[config.mk]
export PLATFORM = sky130hd
export DESIGN_NAME = uart_rx_timing_counter_flat
export DESIGN_NICKNAME = d
export VERILOG_FILES = /design/src/rtl/uart_rx_timing_counter_if.sv /design/src/rtl/uart_rx_timing_counter.sv /design/src/flat_wrapper.sv
export SDC_FILE = /design/constraint.sdc
export NUM_CORES = 1
export LEC_CHECK = 0
export CORE_ASPECT_RATIO = 0.9
export CORE_UTILIZATION = 53
export CTS_BUF_LIST = sky130_fd_sc_hd__clkbuf_16
export CTS_CLUSTER_DIAMETER = 120
export DETAILED_ROUTE_END_ITERATION = 10
export PLACE_DENSITY = 0.88
export SYNTH_ARGS = -nofsm -noshare
export SYNTH_HDL_FRONTEND = slang
export SYNTH_SLANG_ARGS = --single-unit
export TNS_END_PERCENT = 100
[constraint.sdc]
create_clock -name CLK -period 2.9 [get_ports CLK]
set_clock_uncertainty 0.05 [all_clocks]
set_input_delay 0.435 -clock CLK [delete_from_list [all_inputs] [get_ports CLK]]
set_output_delay 0.435 -clock CLK [all_outputs]
set_load 0.01 [all_outputs]
[src/rtl/uart_rx_timing_counter_if.sv]
// rtl/uart_rx_timing_counter_if.sv - config and timing status bundle between RX FSM and timing counter
interface uart_rx_timing_counter_if #(
  parameter int PRESC_W = 6,
  parameter int BIT_W   = 4
);
  // frame control and configuration, driven by the RX FSM
  logic               enable;
  logic [PRESC_W-1:0] prescale;
  logic [3:0]         data_len;
  logic               par_en;
  logic               two_stop;

  // timing status, driven by the counter
  logic [PRESC_W-1:0] edge_cnt;
  logic [BIT_W-1:0]   bit_cnt;
  logic               sample_strobe;
  logic [1:0]         sample_idx;
  logic               bit_done;
  logic               frame_done;
  logic               cfg_err;

  modport master (
    output enable, prescale, data_len, par_en, two_stop,
    input  edge_cnt, bit_cnt, sample_strobe, sample_idx, bit_done, frame_done, cfg_err
  );

  modport slave (
    input  enable, prescale, data_len, par_en, two_stop,
    output edge_cnt, bit_cnt, sample_strobe, sample_idx, bit_done, frame_done, cfg_err
  );
endinterface

[src/rtl/uart_rx_timing_counter.sv]
// rtl/uart_rx_timing_counter.sv - oversampled bit/edge timing counter for a UART receiver
module uart_rx_timing_counter #(
  parameter int PRESC_W = 6,
  parameter int BIT_W   = 4
) (
  input logic                    CLK,
  input logic                    RST,
  uart_rx_timing_counter_if.slave bus
);

  typedef enum logic [1:0] {IDLE, COUNT, DONE} state_t;

  state_t             state;
  logic [PRESC_W-1:0] edge_q;
  logic [BIT_W-1:0]   bit_q;
  logic [PRESC_W-1:0] presc_q;
  logic [3:0]         dlen_q;
  logic               par_q;
  logic               two_q;
  logic               strobe_q;
  logic [1:0]         idx_q;
  logic               bit_done_q;
  logic               frame_done_q;
  logic               cfg_err_q;

  logic [31:0]        presc_ext;
  logic               cfg_ok;
  logic [PRESC_W-1:0] last_edge;
  logic [PRESC_W-1:0] pre_last_edge;
  logic [PRESC_W-1:0] win_lo;
  logic [PRESC_W-1:0] win_off;
  logic               win_hit;
  logic [3:0]         last_bit_w;
  logic [BIT_W-1:0]   last_bit;
  logic               last_bit_now;

  // live config is only judged at frame start; prescale must be even in 4..32
  assign presc_ext = 32'(bus.prescale);
  assign cfg_ok    = !bus.prescale[0] && (presc_ext >= 32'd4) && (presc_ext <= 32'd32) &&
                     (bus.data_len >= 4'd5) && (bus.data_len <= 4'd8);

  // derived from latched config only, so mid-frame input changes are ignored
  assign last_edge     = presc_q - PRESC_W'(1);
  assign pre_last_edge = presc_q - PRESC_W'(2);
  // the three vote samples sit at P/2-1..P/2+1; outputs are registered a cycle
  // ahead, so the window is detected one edge earlier on the current count
  assign win_lo        = (presc_q >> 1) - PRESC_W'(2);
  assign win_off       = edge_q - win_lo;
  assign win_hit       = (win_off < PRESC_W'(3));
  // FL-1 = data_len + par_en + stop bits (start bit is index 0)
  assign last_bit_w    = dlen_q + {3'd0, par_q} + (two_q ? 4'd2 : 4'd1);
  assign last_bit      = BIT_W'(last_bit_w);
  assign last_bit_now  = (bit_q == last_bit);

  // frame FSM with counters and pulse outputs registered alongside the state
  always_ff @(posedge CLK or posedge RST) begin
    if (RST) begin
      state        <= IDLE;
      edge_q       <= '0;
      bit_q        <= '0;
      presc_q      <= '0;
      dlen_q       <= '0;
      par_q        <= 1'b0;
      two_q        <= 1'b0;
      strobe_q     <= 1'b0;
      idx_q        <= 2'd0;
      bit_done_q   <= 1'b0;
      frame_done_q <= 1'b0;
      cfg_err_q    <= 1'b0;
    end else begin
      strobe_q     <= 1'b0;
      idx_q        <= 2'd0;
      bit_done_q   <= 1'b0;
      frame_done_q <= 1'b0;
      case (state)
        IDLE: begin
          edge_q <= '0;
          bit_q  <= '0;
          if (bus.enable) begin
            if (cfg_ok) begin
              presc_q   <= bus.prescale;
              dlen_q    <= bus.data_len;
              par_q     <= bus.par_en;
              two_q     <= bus.two_stop;
              cfg_err_q <= 1'b0;
              state     <= COUNT;
            end else begin
              cfg_err_q <= 1'b1;
            end
          end
        end
        COUNT: begin
          if (!bus.enable) begin
            // abort: drop the frame, nothing further is signalled
            state  <= IDLE;
            edge_q <= '0;
            bit_q  <= '0;
          end else if (edge_q == last_edge) begin
            edge_q <= '0;
            if (last_bit_now) begin
              bit_q <= '0;
              state <= DONE;
            end else begin
              bit_q <= bit_q + BIT_W'(1);
            end
          end else begin
            edge_q       <= edge_q + PRESC_W'(1);
            bit_done_q   <= (edge_q == pre_last_edge);
            frame_done_q <= (edge_q == pre_last_edge) && last_bit_now;
            strobe_q     <= win_hit;
            idx_q        <= win_hit ? win_off[1:0] : 2'd0;
          end
        end
        DONE: begin
          edge_q <= '0;
          bit_q  <= '0;
          if (!bus.enable) state <= IDLE;
        end
        default: begin
          state  <= IDLE;
          edge_q <= '0;
          bit_q  <= '0;
        end
      endcase
    end
  end

  assign bus.edge_cnt      = edge_q;
  assign bus.bit_cnt       = bit_q;
  assign bus.sample_strobe = strobe_q;
  assign bus.sample_idx    = idx_q;
  assign bus.bit_done      = bit_done_q;
  assign bus.frame_done    = frame_done_q;
  assign bus.cfg_err       = cfg_err_q;

endmodule

[src/flat_wrapper.sv]
// flat-port wrapper written by rule: the top's interface ports become plain ports
module uart_rx_timing_counter_flat 
#(
  parameter int PRESC_W = 6,
  parameter int BIT_W   = 4
)
  (CLK, RST, bus_enable, bus_prescale, bus_data_len, bus_par_en, bus_two_stop, bus_edge_cnt, bus_bit_cnt, bus_sample_strobe, bus_sample_idx, bus_bit_done, bus_frame_done, bus_cfg_err);
  uart_rx_timing_counter_if #(.PRESC_W(PRESC_W), .BIT_W(BIT_W)) bus_i ();
  input logic CLK;
  input logic RST;
  input wire logic [$bits(bus_i.enable)-1:0] bus_enable;
  input wire logic [$bits(bus_i.prescale)-1:0] bus_prescale;
  input wire logic [$bits(bus_i.data_len)-1:0] bus_data_len;
  input wire logic [$bits(bus_i.par_en)-1:0] bus_par_en;
  input wire logic [$bits(bus_i.two_stop)-1:0] bus_two_stop;
  output wire logic [$bits(bus_i.edge_cnt)-1:0] bus_edge_cnt;
  output wire logic [$bits(bus_i.bit_cnt)-1:0] bus_bit_cnt;
  output wire logic [$bits(bus_i.sample_strobe)-1:0] bus_sample_strobe;
  output wire logic [$bits(bus_i.sample_idx)-1:0] bus_sample_idx;
  output wire logic [$bits(bus_i.bit_done)-1:0] bus_bit_done;
  output wire logic [$bits(bus_i.frame_done)-1:0] bus_frame_done;
  output wire logic [$bits(bus_i.cfg_err)-1:0] bus_cfg_err;
  assign bus_i.enable = bus_enable;
  assign bus_i.prescale = bus_prescale;
  assign bus_i.data_len = bus_data_len;
  assign bus_i.par_en = bus_par_en;
  assign bus_i.two_stop = bus_two_stop;
  assign bus_edge_cnt = bus_i.edge_cnt;
  assign bus_bit_cnt = bus_i.bit_cnt;
  assign bus_sample_strobe = bus_i.sample_strobe;
  assign bus_sample_idx = bus_i.sample_idx;
  assign bus_bit_done = bus_i.bit_done;
  assign bus_frame_done = bus_i.frame_done;
  assign bus_cfg_err = bus_i.cfg_err;
  uart_rx_timing_counter #(.PRESC_W(PRESC_W), .BIT_W(BIT_W)) u_core (.CLK(CLK), .RST(RST), .bus(bus_i));
endmodule
== Yosys cells after proc, flatten, opt, wreduce, memory -nomap -nowiden ==
Cells that the tools add are included.

* Equal/unequal tests: 10
* Muxes and demuxes: 29
* Reduce and logical (&&, ||, !) cells: 10
* $add $sub $neg: 8
* Order comparisons: 5

{| class="wikitable"
|+ Operators with widths
! kind !! count
|-
| 2-bit two-way mux || 11
|-
| 6-bit two-way mux || 3
|-
| 4-bit two-way mux || 4
|-
| 6-bit == test || 2
|-
| 1-bit two-way mux || 10
|-
| 6-bit by 1-bit adder with 6-bit output, second input constant || 1
|-
| 6-bit by 3-bit greater-or-equal comparator with 1-bit output, second input constant || 1
|-
| 6-bit less-or-equal comparator, second input constant || 1
|-
| 6-bit by 2-bit < comparator with 1-bit output, second input constant || 1
|-
| 3-bit by 2-bit inequality test with 1-bit output, second input constant || 2
|-
| 2-bit case mux with 3 select lines || 1
|-
| 5-bit by 2-bit subtractor with 6-bit output, second input constant || 1
|-
| 6-bit by 1-bit subtractor with 6-bit output, second input constant || 1
|-
| 6-bit by 2-bit subtractor with 6-bit output, second input constant || 1
|-
| 6-bit subtractor || 1
|-
| 1-bit logical AND || 5
|-
| 5-bit AND reduction || 1
|-
| 4-bit by 1-bit adder with 4-bit output || 1
|-
| 4-bit by 1-bit adder with 4-bit output, second input constant || 1
|-
| 4-bit adder || 1
|-
| 4-bit == test || 1
|-
| 4-bit by 3-bit greater-or-equal comparator with 1-bit output, second input constant || 1
|-
| 4-bit less-or-equal comparator, second input constant || 1
|-
| 2-bit inequality test, second input constant || 2
|-
| other kinds (7) || 7
|}

* Word-level logic and storage cells: 74
* Input bits: 15
* Output and inout port bits: 16
* Register bits after elaboration: 30

== Logic depth before layout (Yosys ltp) ==
Gate-level depths: netlist of the first run.

* Word-level depth: 8
* Gate-level depth with buffers: 12
* Mapped depth without buffers: 12

== Worst setup path before layout of the first run ==
OpenSTA, ideal clock, no wires.

* Path kind: register to register
* From: register u_core.edge_q[1], in the netlist u_core.bus.edge_cnt[1]
* To: register u_core.idx_q[0], in the netlist u_core.bus.sample_idx[0]
* Required time: 2.778 ns
* Setup slack: 0.496 ns
* Data arrival time: 2.282 ns
* Cell stages (with the launch flop): 13
* Buffers on the path: 0
* Library setup time: 0.072 ns
* Clock period less this slack: 2.404 ns
* Path through: dfrtp_1 -> inv_1 -> ha_1 -> inv_1 -> ha_1 -> inv_1 -> fa_1 -> inv_1 -> a21o_1 -> a21oi_1 -> xnor2_1 -> or4_4 -> nor2_1

* Longest elaborated chain between the ends: 6
* Elaborated cells between the ends (all ways): 7
* Classes of those cells: add/sub: 1; order compare: 1; eq/ne: 1; mux: 4

{| class="wikitable"
|+ Ends and longest elaborated chain
! what !! RTL line !! text
|-
| start: declaration || uart_rx_timing_counter.sv:14 || <nowiki>logic [PRESC_W-1:0] edge_q;</nowiki>
|-
| start signal: assignment || uart_rx_timing_counter.sv:107 || <nowiki>edge_q <= edge_q + PRESC_W'(1);</nowiki>
|-
| 6-bit subtractor || uart_rx_timing_counter.sv:48 || <nowiki>assign win_off = edge_q - win_lo;</nowiki>
|-
| 6-bit by 2-bit < comparator with 1-bit output || uart_rx_timing_counter.sv:49 || <nowiki>assign win_hit = (win_off < PRESC_W'(3));</nowiki>
|-
| 2-bit two-way mux || uart_rx_timing_counter.sv:111 || <nowiki>idx_q <= win_hit ? win_off[1:0] : 2'd0;</nowiki>
|-
| 2-bit two-way mux * || uart_rx_timing_counter.sv:98 || <nowiki>end else if (edge_q == last_edge) begin</nowiki>
|-
| 2-bit two-way mux * || uart_rx_timing_counter.sv:93 || <nowiki>if (!bus.enable) begin</nowiki>
|-
| 2-bit two-way mux * || uart_rx_timing_counter.sv:75 || <nowiki>case (state)</nowiki>
|-
| end signal: assignment || uart_rx_timing_counter.sv:111 ||
|-
| end: declaration || uart_rx_timing_counter.sv:21 || <nowiki>logic [1:0] idx_q;</nowiki>
|}

Mark *: on every way between the ends. The rest lies on a longest branch, timed or not.
A chain may end at the register's enable or synchronous reset.

== Worst setup path in the final report of the first run ==
* From: register u_core.two_q
* To: register u_core.frame_done_q, in the netlist u_core.bus.frame_done

* Longest elaborated chain between the ends: 7

{| class="wikitable"
|+ Ends and longest elaborated chain
! what !! RTL line !! text
|-
| start: declaration || uart_rx_timing_counter.sv:19 || <nowiki>logic two_q;</nowiki>
|-
| start signal: assignment || uart_rx_timing_counter.sv:84 || <nowiki>two_q <= bus.two_stop;</nowiki>
|-
| 2-bit two-way mux || uart_rx_timing_counter.sv:51 || <nowiki>assign last_bit_w = dlen_q + {3'd0, par_q} + (two_q ? 4'd2 : 4'd1);</nowiki>
|-
| 4-bit adder || uart_rx_timing_counter.sv:51 ||
|-
| 4-bit == test || uart_rx_timing_counter.sv:53 || <nowiki>assign last_bit_now = (bit_q == last_bit);</nowiki>
|-
| 1-bit logical AND || uart_rx_timing_counter.sv:109 || <nowiki>frame_done_q <= (edge_q == pre_last_edge) && last_bit_now;</nowiki>
|-
| 1-bit two-way mux || uart_rx_timing_counter.sv:98 ||
|-
| 1-bit two-way mux || uart_rx_timing_counter.sv:93 ||
|-
| 1-bit two-way mux || uart_rx_timing_counter.sv:75 ||
|-
| end signal: assignment || uart_rx_timing_counter.sv:109 ||
|-
| end: declaration || uart_rx_timing_counter.sv:23 || <nowiki>logic frame_done_q;</nowiki>
|}

Every way passes these cells.

==> flow_summary.yaml, run 1 <==
status:
  status: "completed"
timing:
  worst_slew_pin_slew_ns: 0.405
  slew_viol_final: 0
  setup_slack_ns: 0.373
  min_period_ns: 2.53
  setup_viol: 0
  relSlewSlack_pct: 72.9
  finalSetupTns_ns: 0
  hold_viol_final: 0
  rsz0062_at_grt: "false"
  max_freq_ghz: 0.396
  final.period_utilization_pct: 87.2
clocking:
  clk_latency_ns: 0.28
  clock_sinks: 30
  cts_setup_buffers: 0
  clkSlewWorstSetupHoldPaths_ns: 0.05
  cts.path.max_buffers: 2
  cts_made_buffers: 5
  cts-root-buf: "clkbuf_16"
  cts_tree: "done"
  cts_resized: 0
  hold_buffers: 0
  htreeDepth: 2
yosys:
  synth_area_um2: 1900
  synth-edff-count: 0
  synthDominantCellAreaShare_pct: 39.5
  syn_area_per_cell_um2: 10.3
  synth_warnings: 0
  synth-async-reset-ratio_pct: 100
  syn_nets: 217
  synth_area_leaders: "dfrtp_1, ha_1, xnor2_1, mux2_2, inv_1"
  synthTopCellsByCount: "dfrtp_1, inv_1, xnor2_1"
  ys_seq_area_share_pct: 39.5
  postSynthRegisterBits: 30
  netlist_instances: 185
  ys.flop_type: "dfrtp_1"
  ys_types: 40
  yosysTopAreaCell: "dfrtp_1"
  synthMostInstantiatedCell: "dfrtp_1"
route:
  dr_total_vias: 1423
  wl_per_cell_um: 13.7
  drt_iter0_markers: 84
  drcViolationCount: 0
  ant_nets: 0
  via_per_inst: 5.35
  wirelength_um: 3640
  drtPass1Iterations: 4
layout:
  final_cells: 266
  fillCellCount: 269
  drive_gt1_share_pct: 12.6
  antenna_cells: 0
  nets: 253
  utilization_pct: 70.4
  final_area_um2: 2400
  area_growth_pct: 26.1
critical_path:
  r2r-end: "u_core.bus.frame_done$_DFF_PP0_"
  cp_cell_sequence: "fa_1 > inv_1 > fa_1 > xor2_1 > nor3_1 > nand2_1 > nor4_1"
  arrival_ns: 2.65
  start_kind: "register"
  r2r_start: "u_core.two_q$_DFFE_PP0P_"
  worstSetupStartpoint: "u_core.two_q$_DFFE_PP0P_"
  critPathKind: "reg -> reg"
  crit_required_ns: 3.03
  r2r_cells: 7
  cp-endpoint: "u_core.bus.frame_done$_DFF_PP0_"
  cpMaxStageDelayCell: "fa_1"
  max_stage_delay_ns: 0.45
  crit_path_max_fanout: 5
  r2r_setup_slack_ns: 0.37
  cpMostUsedCell: "fa_1"
  end_kind: "register"
place:
  gp_congestion: 0.864
  place_hpwl_um: 2680
  dpl.cell_count: 258
  post-place-ws_ns: 0.390
  portBuffers: 30
  dpl_cell_area_um2: 2260
run:
  maxCapViolations: 0
floorplan:
  initial_core_util_pct: 55.8
  fp-row-count: 20
  die_w_um: 65.1
  core_area_um2: 3400
  die_area_um2: 3830
  die_y_um: 58.8
  ioPinCount: 31
power:
  p_per_area_nw_per_um2: 626
  p_leak_nw: 1.06
  max-vdd-ir-drop_v: 0.000514
global_routing:
  grt_pass1_wl_um: 6240
  grt_max_degree: 31
  grt_pass1_vias: 1417
  antenna_found_initial: 0
  grt_usage_pct: 22.7
  grt_overflow: 0
min_path:
  hp-start: "u_core.par_q$_DFFE_PP0P_"
  holdCritPathClass: "reg -> reg"
## logic make-up (layout without fill, tap and decap cells)
logic type,count (synthesis),after routing,synth area share (%)
adders and majority gates,17,17,12.4
xor gates and xnor gates,24,24,11.5
DFF,30,30,39.5
muxes,12,12,7.04
and+or+nand+nor,52,52,14.9
buffers and inverters,25,62,5.13
AOI/OAI and AO/OA,25,25,9.61
## cell usage in the layout (no fill, tap or decap), drive strengths merged, types with 2 or more instances in the layout
cell / n
a21o: 2
a21oi: 6
and2: 2
buf: 3
clkbuf: 5
clkdlybuf4s50: 30
clkinv: 2
dfrtp: 30
fa: 3
ha: 14
inv: 22
mux2: 11
nand2: 9
nand3: 6
nand3b: 3
nand4b: 2
nor2: 15
nor2b: 2
nor3: 6
o21ai: 8
xnor2: 16
xor2: 8
## sequential cells by signal, summed over array words and instances, names as in the netlist, 2 cells and up
name and count:
u_core.bus.bit_cnt 4, u_core.bus.edge_cnt 6, u_core.bus.sample_idx 2, u_core.dlen_q 4
u_core.presc_q 6, u_core.state 2
## routing by layer
| layer | wire [um] | GRT usage [%] | vias to the layer above |
|---|---|---|---|
| met4 | 91 | 14.9 | 0 |
| met3 | 168 | 6.01 | 8 |
| met5 | 0 | 0 | - |
| met2 | 1730 | 35.9 | 45 |
| li1 | - | - | 703 |
| met1 | 1650 | 27.6 | 667 |
## per-stage QoR
| step | hold WS (ns) | power (mW) |
|---|---|---|
| floorplan | 0.429 | 0.912 |
| global placement | 0.437 | 0.996 |
| detailed placement | 0.444 | 1.02 |
| CTS | 0.455 | 1.51 |
| global route | 0.469 | 1.60 |
| finish | 0.454 | 1.50 |
## report_power, final
part / switching, mW / internal (mW) / total, mW
clock network: 0.177 / 0.309 / 0.486
registers: 0.0549 / 0.463 / 0.518
logic: 0.249 / 0.248 / 0.497
## worst min path at each step
stage / slack, ns / cells after the start / to
CTS: 0.45 / 1 / u_core.par_q$_DFFE_PP0P_
finish: 0.45 / 1 / u_core.par_q$_DFFE_PP0P_
floorplan: 0.43 / 1 / u_core.par_q$_DFFE_PP0P_
global route: 0.47 / 1 / u_core.dlen_q[0]$_DFFE_PP0P_
detailed placement: 0.44 / 1 / u_core.par_q$_DFFE_PP0P_
global placement: 0.44 / 1 / u_core.bus.cfg_err$_DFFE_PP0P_
## worst max-delay path: cells and delay by family, from the launching register on
kind	cells	cell delay [ns]
xor gates and xnor gates	1	0.15
adders and majority gates	2	0.85
buffers and inverters	1	0.09
DFF	1	0.43
and+or+nand+nor	3	0.84
## final cells by class
cell class,instances,area [um2],share of cell area [%]
Clock buffer,5,125,5.22
Clock inverter,3,12.5,0.522
Inverter,21,78.8,3.29
Multi-Input combinational cell,130,1050,43.9
Sequential cell,30,751,31.3
Tap cell,44,55.1,2.30
Timing Repair Buffer,33,323,13.5
(Power assumes the default switching activity.)
==> run 2, diff against run 1 <==
--- a/config.mk
+++ b/config.mk
@@ -6,11 +6,11 @@
 export NUM_CORES = 1
 export LEC_CHECK = 0
 export CORE_ASPECT_RATIO = 0.9
-export CORE_UTILIZATION = 53
+export CORE_UTILIZATION = 45
 export CTS_BUF_LIST = sky130_fd_sc_hd__clkbuf_16
 export CTS_CLUSTER_DIAMETER = 120
 export DETAILED_ROUTE_END_ITERATION = 10
-export PLACE_DENSITY = 0.88
+export PLACE_DENSITY = 0.78
 export SYNTH_ARGS = -nofsm -noshare
 export SYNTH_HDL_FRONTEND = slang
 export SYNTH_SLANG_ARGS = --single-unit
==> run 2 against run 1 <==
Net effect: the run now ends with DRC left; global-route usage decreased by 3.4 points; die area is 17% higher; via count up 0.14%; hold slack lost 0.0065 ns; cell count up 1.9%; critical path type unchanged; critical endpoint unchanged.
==> flow_summary.yaml, run 2 (same netlist as run 1, synthesis figures left out) <==
route:
  wl_met3_um: 187
  dr_total_vias: 1425
  wl_met2_um: 1650
  drt_iter0_markers: 104
  drcViolationCount: 4
  wl_met1_um: 1720
  ant_nets: 0
  routed.top_layer: "met4"
  drtPass1Iterations: 7
  wl_per_cell_um: 13.4
  via_per_inst: 5.26
  wirelength_um: 3640
place:
  gp_congestion: 0.863
  place_hpwl_um: 2820
  portBuffers: 30
  dpl.cell_count: 263
status:
  status: "complete, but fails checks"
  violations: "DRC"
timing:
  slew_viol_final: 0
  hold_viol_final: 0
  setup_viol: 0
  max_freq_ghz: 0.380
  worst_slew_pin_slew_ns: 0.461
  final.period_utilization_pct: 90.8
  rsz0062_at_grt: "false"
  finalSetupTns_ns: 0
  min_period_ns: 2.63
  relSlewSlack_pct: 69.2
clocking:
  cts_setup_buffers: 0
  cts.path.max_buffers: 2
  cts_resized: 0
  clock_sinks: 30
  cts_tree: "done"
  cts-root-buf: "clkbuf_16"
  clk_latency_ns: 0.28
  clkSlewWorstSetupHoldPaths_ns: 0.05
  htreeDepth: 2
  cts_made_buffers: 5
  hold_buffers: 0
power:
  p_per_area_nw_per_um2: 620
  max-vdd-ir-drop_v: 0.000322
  p_leak_nw: 1.06
floorplan:
  die_area_um2: 4490
  fp-row-count: 22
  initial_core_util_pct: 46.7
  core_area_um2: 4070
  ioPinCount: 31
  die_y_um: 63.7
  die_w_um: 70.5
global_routing:
  grt_pass1_vias: 1399
  grt_pass1_wl_um: 6620
  grt_max_degree: 31
  antenna_found_initial: 0
  grt_overflow: 0
  grt_usage_pct: 19.3
min_path:
  hp-start: "u_core.bus.cfg_err$_DFFE_PP0P_"
  holdCritPathClass: "reg -> reg"
layout:
  drive_gt1_share_pct: 13.0
  area_growth_pct: 26.8
  nets: 254
  fillCellCount: 353
  final_cells: 271
  layout_common_cells: "clkdlybuf4s50_1, dfrtp_1, inv_1"
  antenna_cells: 0
critical_path:
  critPathKind: "reg -> reg"
  crit_required_ns: 3.00
  worstSetupStartpoint: "u_core.two_q$_DFFE_PP0P_"
  r2r_start: "u_core.two_q$_DFFE_PP0P_"
  r2r_setup_slack_ns: 0.27
  arrival_ns: 2.74
  start_kind: "register"
  crit_path_max_fanout: 5
  end_kind: "register"
run:
  maxCapViolations: 0
==> run 2: layout make-up <==
type / count / area [um2] / area share, %
multi-input cells: 130 / 1050 / 43.7
flip-flops and latches: 30 / 751 / 31.2
repair buffers: 34 / 330 / 13.7
clock buffers: 5 / 125 / 5.19
inverters: 21 / 78.8 / 3.27
well taps: 48 / 60.1 / 2.49
clock inverters: 3 / 12.5 / 0.519
==> run 2: path summary, 6_finish.rpt <==
| path | to | depth (start not counted) |
|---|---|---|
| min in group asynchronous | u_core.presc_q[0]$_DFFE_PP0P_ | 3 |
| hold / removal | u_core.bus.cfg_err$_DFFE_PP0P_ | 1 |
| hold reg to reg | u_core.bus.cfg_err$_DFFE_PP0P_ | 1 |
| setup / recovery | u_core.bus.frame_done$_DFF_PP0_ | 7 |
| setup reg to reg | u_core.bus.frame_done$_DFF_PP0_ | 7 |
| max in group asynchronous | u_core.bus.bit_cnt[3]$_DFFE_PP0P_ | 3 |
==> run 2: layer usage <==
metal	up-vias	track usage (%)
met5	-	0
met4	0	11.2
met3	8	4.32
met2	38	28.8
met1	678	25.7
li1	701	-
==> run 2: metrics by stage <==
| stage | util (%) | power (mW) | hold WS (ns) | setup WS [ns] | cell area [um2] |
|---|---|---|---|---|---|
| after floorplan | - | 0.912 | 0.429 | 0.496 | 1900 |
| after global placement | 55.8 | 0.997 | 0.438 | 0.492 | 2270 |
| after detailed placement | 55.8 | 1.02 | 0.435 | 0.293 | 2270 |
| after CTS | 59.2 | 1.51 | 0.451 | 0.260 | 2410 |
| after global routing | 59.2 | 1.60 | 0.484 | 0.00774 | 2410 |
| final | 59.2 | 1.49 | 0.448 | 0.266 | 2410 |
==> run 2: power breakdown <==
group          switching, mW  total, mW  internal, mW
clock                  0.175      0.484         0.309
combinational          0.244      0.491         0.247
sequential            0.0553      0.519         0.463
total                  0.474       1.49          1.02
==> run 2: critical path, cell delays in order (launching register included) <==
cell	delay (ns)
dfrtp_1	0.44
fa_1	0.46
inv_1	0.09
fa_1	0.40
xor2_1	0.15
nor3_1	0.34
nand2_1	0.20
nor4_1	0.38
==> run 3, diff against run 2 <==
--- a/config.mk
+++ b/config.mk
@@ -11,6 +11,7 @@
 export CTS_CLUSTER_DIAMETER = 120
 export DETAILED_ROUTE_END_ITERATION = 10
 export PLACE_DENSITY = 0.78
+export SETUP_SLACK_MARGIN = 0.2
 export SYNTH_ARGS = -nofsm -noshare
 export SYNTH_HDL_FRONTEND = slang
 export SYNTH_SLANG_ARGS = --single-unit
==> constraint.sdc (replaced) <==
create_clock -name CLK -period 3.1 [get_ports CLK]
set_clock_uncertainty 0.05 [all_clocks]
set_input_delay 0.465 -clock CLK [delete_from_list [all_inputs] [get_ports CLK]]
set_output_delay 0.465 -clock CLK [all_outputs]
set_load 0.01 [all_outputs]
==> run 3 against run 2 <==
Net effect: the run still ends with DRC left; hold slack lost 0.0011 ns; count of clock-buffer cells in the layout is the same; first-iteration DRC count shrank 21%; die area is the same; critical path depth grew 3; largest cell class unchanged; sequential cell count is the same; sequential power shrank 6.6%.
==> flow_summary.yaml, run 3 (same netlist as run 1, synthesis figures left out) <==
layout:
  area_growth_pct: 26.2
  final_cells: 269
  fillCellCount: 356
  nets: 252
  multi_input_area_um2: 1050
  regArea_um2: 751
  antenna_cells: 0
  layout_common_cells: "clkdlybuf4s50_1, dfrtp_1, inv_1"
  drive_gt1_share_pct: 12.7
  final_area_um2: 2400
critical_path:
  cpMostUsedCell: "inv_1"
  cpMaxStageDelayCell: "or4_4"
  critPathKind: "reg -> reg"
  start_kind: "register"
  crit_path_max_fanout: 7
  max_stage_delay_ns: 0.53
  end_kind: "register"
  arrival_ns: 2.71
  crit_required_ns: 3.25
  cp_cell_sequence: "inv_1 > ha_1 > inv_1 > ha_1 > inv_1 > fa_1 > xor2_1 > o211ai_1 > or4_4 > nor2_1"
clocking:
  cts-root-buf: "clkbuf_16"
  clock_sinks: 30
  cts_tree: "done"
  htreeDepth: 2
  clkSlewWorstSetupHoldPaths_ns: 0.05
  cts_setup_buffers: 0
  cts.path.max_buffers: 2
  hold_buffers: 0
  clk_latency_ns: 0.27
  cts_made_buffers: 5
  cts_resized: 0
global_routing:
  grt_max_degree: 31
  grt_pass1_wl_um: 6380
  grt_usage_pct: 18.5
  grt_pass1_vias: 1408
  antenna_found_initial: 0
  grt_overflow: 0
route:
  drcViolationCount: 4
  ant_nets: 0
  dr_total_vias: 1419
  drtPass1Iterations: 7
  drt_iter0_markers: 82
  wl_per_cell_um: 13.3
  wirelength_um: 3590
  via_per_inst: 5.28
floorplan:
  initial_core_util_pct: 46.7
  die_y_um: 63.7
  ioPinCount: 31
  die_w_um: 70.5
  die_area_um2: 4490
  core_area_um2: 4070
  fp-row-count: 22
power:
  p_leak_nw: 1.05
  max-vdd-ir-drop_v: 0.000260
  p_per_area_nw_per_um2: 584
timing:
  relSlewSlack_pct: 72.1
  max_freq_ghz: 0.391
  hold_viol_final: 0
  slew_viol_final: 0
  final.period_utilization_pct: 82.6
  setup_slack_ns: 0.539
  setup_viol: 0
  finalSetupTns_ns: 0
  worst_slew_pin_slew_ns: 0.417
  rsz0062_at_grt: "false"
  min_period_ns: 2.56
place:
  dpl.cell_count: 261
  place_hpwl_um: 2770
  gp_congestion: 0.870
  dpl_cell_area_um2: 2260
  portBuffers: 30
  post-place-ws_ns: 0.549
min_path:
  holdCritPathClass: "reg -> reg"
run:
  maxCapViolations: 0
status:
  status: "complete, but fails checks"
  violations: "DRC"
run 3: worst paths after layout:
path,startpoint,to,slack [ns],cells past startpoint
max in group asynchronous,RST,u_core.bus.sample_idx[0]$_DFF_PP0_,2.20,3
worst min-delay path,u_core.bus.cfg_err$_DFFE_PP0P_,u_core.bus.cfg_err$_DFFE_PP0P_,0.45,1
worst min register to register,u_core.bus.cfg_err$_DFFE_PP0P_,u_core.bus.cfg_err$_DFFE_PP0P_,0.45,1
worst max-delay path,u_core.bus.edge_cnt[1]$_DFF_PP0_,u_core.bus.sample_idx[0]$_DFF_PP0_,0.54,10
worst max register to register,u_core.bus.edge_cnt[1]$_DFF_PP0_,u_core.bus.sample_idx[0]$_DFF_PP0_,0.54,10
min in group asynchronous,RST,u_core.presc_q[3]$_DFFE_PP0P_,0.51,3
run 3: layout make-up:
| type | count | share of cell area, % |
|---|---|---|
| inverter | 21 | 3.29 |
| sequential | 30 | 31.3 |
| timing repair buffer | 32 | 13.1 |
| clock buffer | 5 | 5.22 |
| clock inverter | 3 | 0.678 |
| multi-input combinational | 130 | 43.9 |
| tap | 48 | 2.50 |
run 3: report_power, final:
group | switching, mW | internal (mW)
combinational | 0.230 | 0.232
clock | 0.163 | 0.292
sequential | 0.0518 | 0.433
total | 0.445 | 0.957
run 3: metrics by stage:
stage	util, %	power (mW)	hold slack (ns)
global route	58.9	1.50	0.475
finish	58.9	1.40	0.446
detailed placement	55.4	0.952	0.439
global placement	55.4	0.933	0.439
floorplan	-	0.853	0.429
CTS	58.9	1.41	0.455
run 3: per-layer routing:
layer,vias to the layer above,wire (um),global-route usage (%)
met5,-,0,0
met4,0,60,8.42
met3,7,169,3.52
met2,34,1700,30.6
met1,676,1660,23.6
li1,702,-,-
run 3: critical path, delay by kind of cell (launching register included):
kind,cells,cell delay [ns]
adder cells (fa/ha/maj),3,0.85
AND/OR/NAND/NOR,2,0.64
flip-flops,1,0.48
buffers and inverters,3,0.20
XOR/XNOR,1,0.17
AO/OA/AOI/OAI,1,0.11
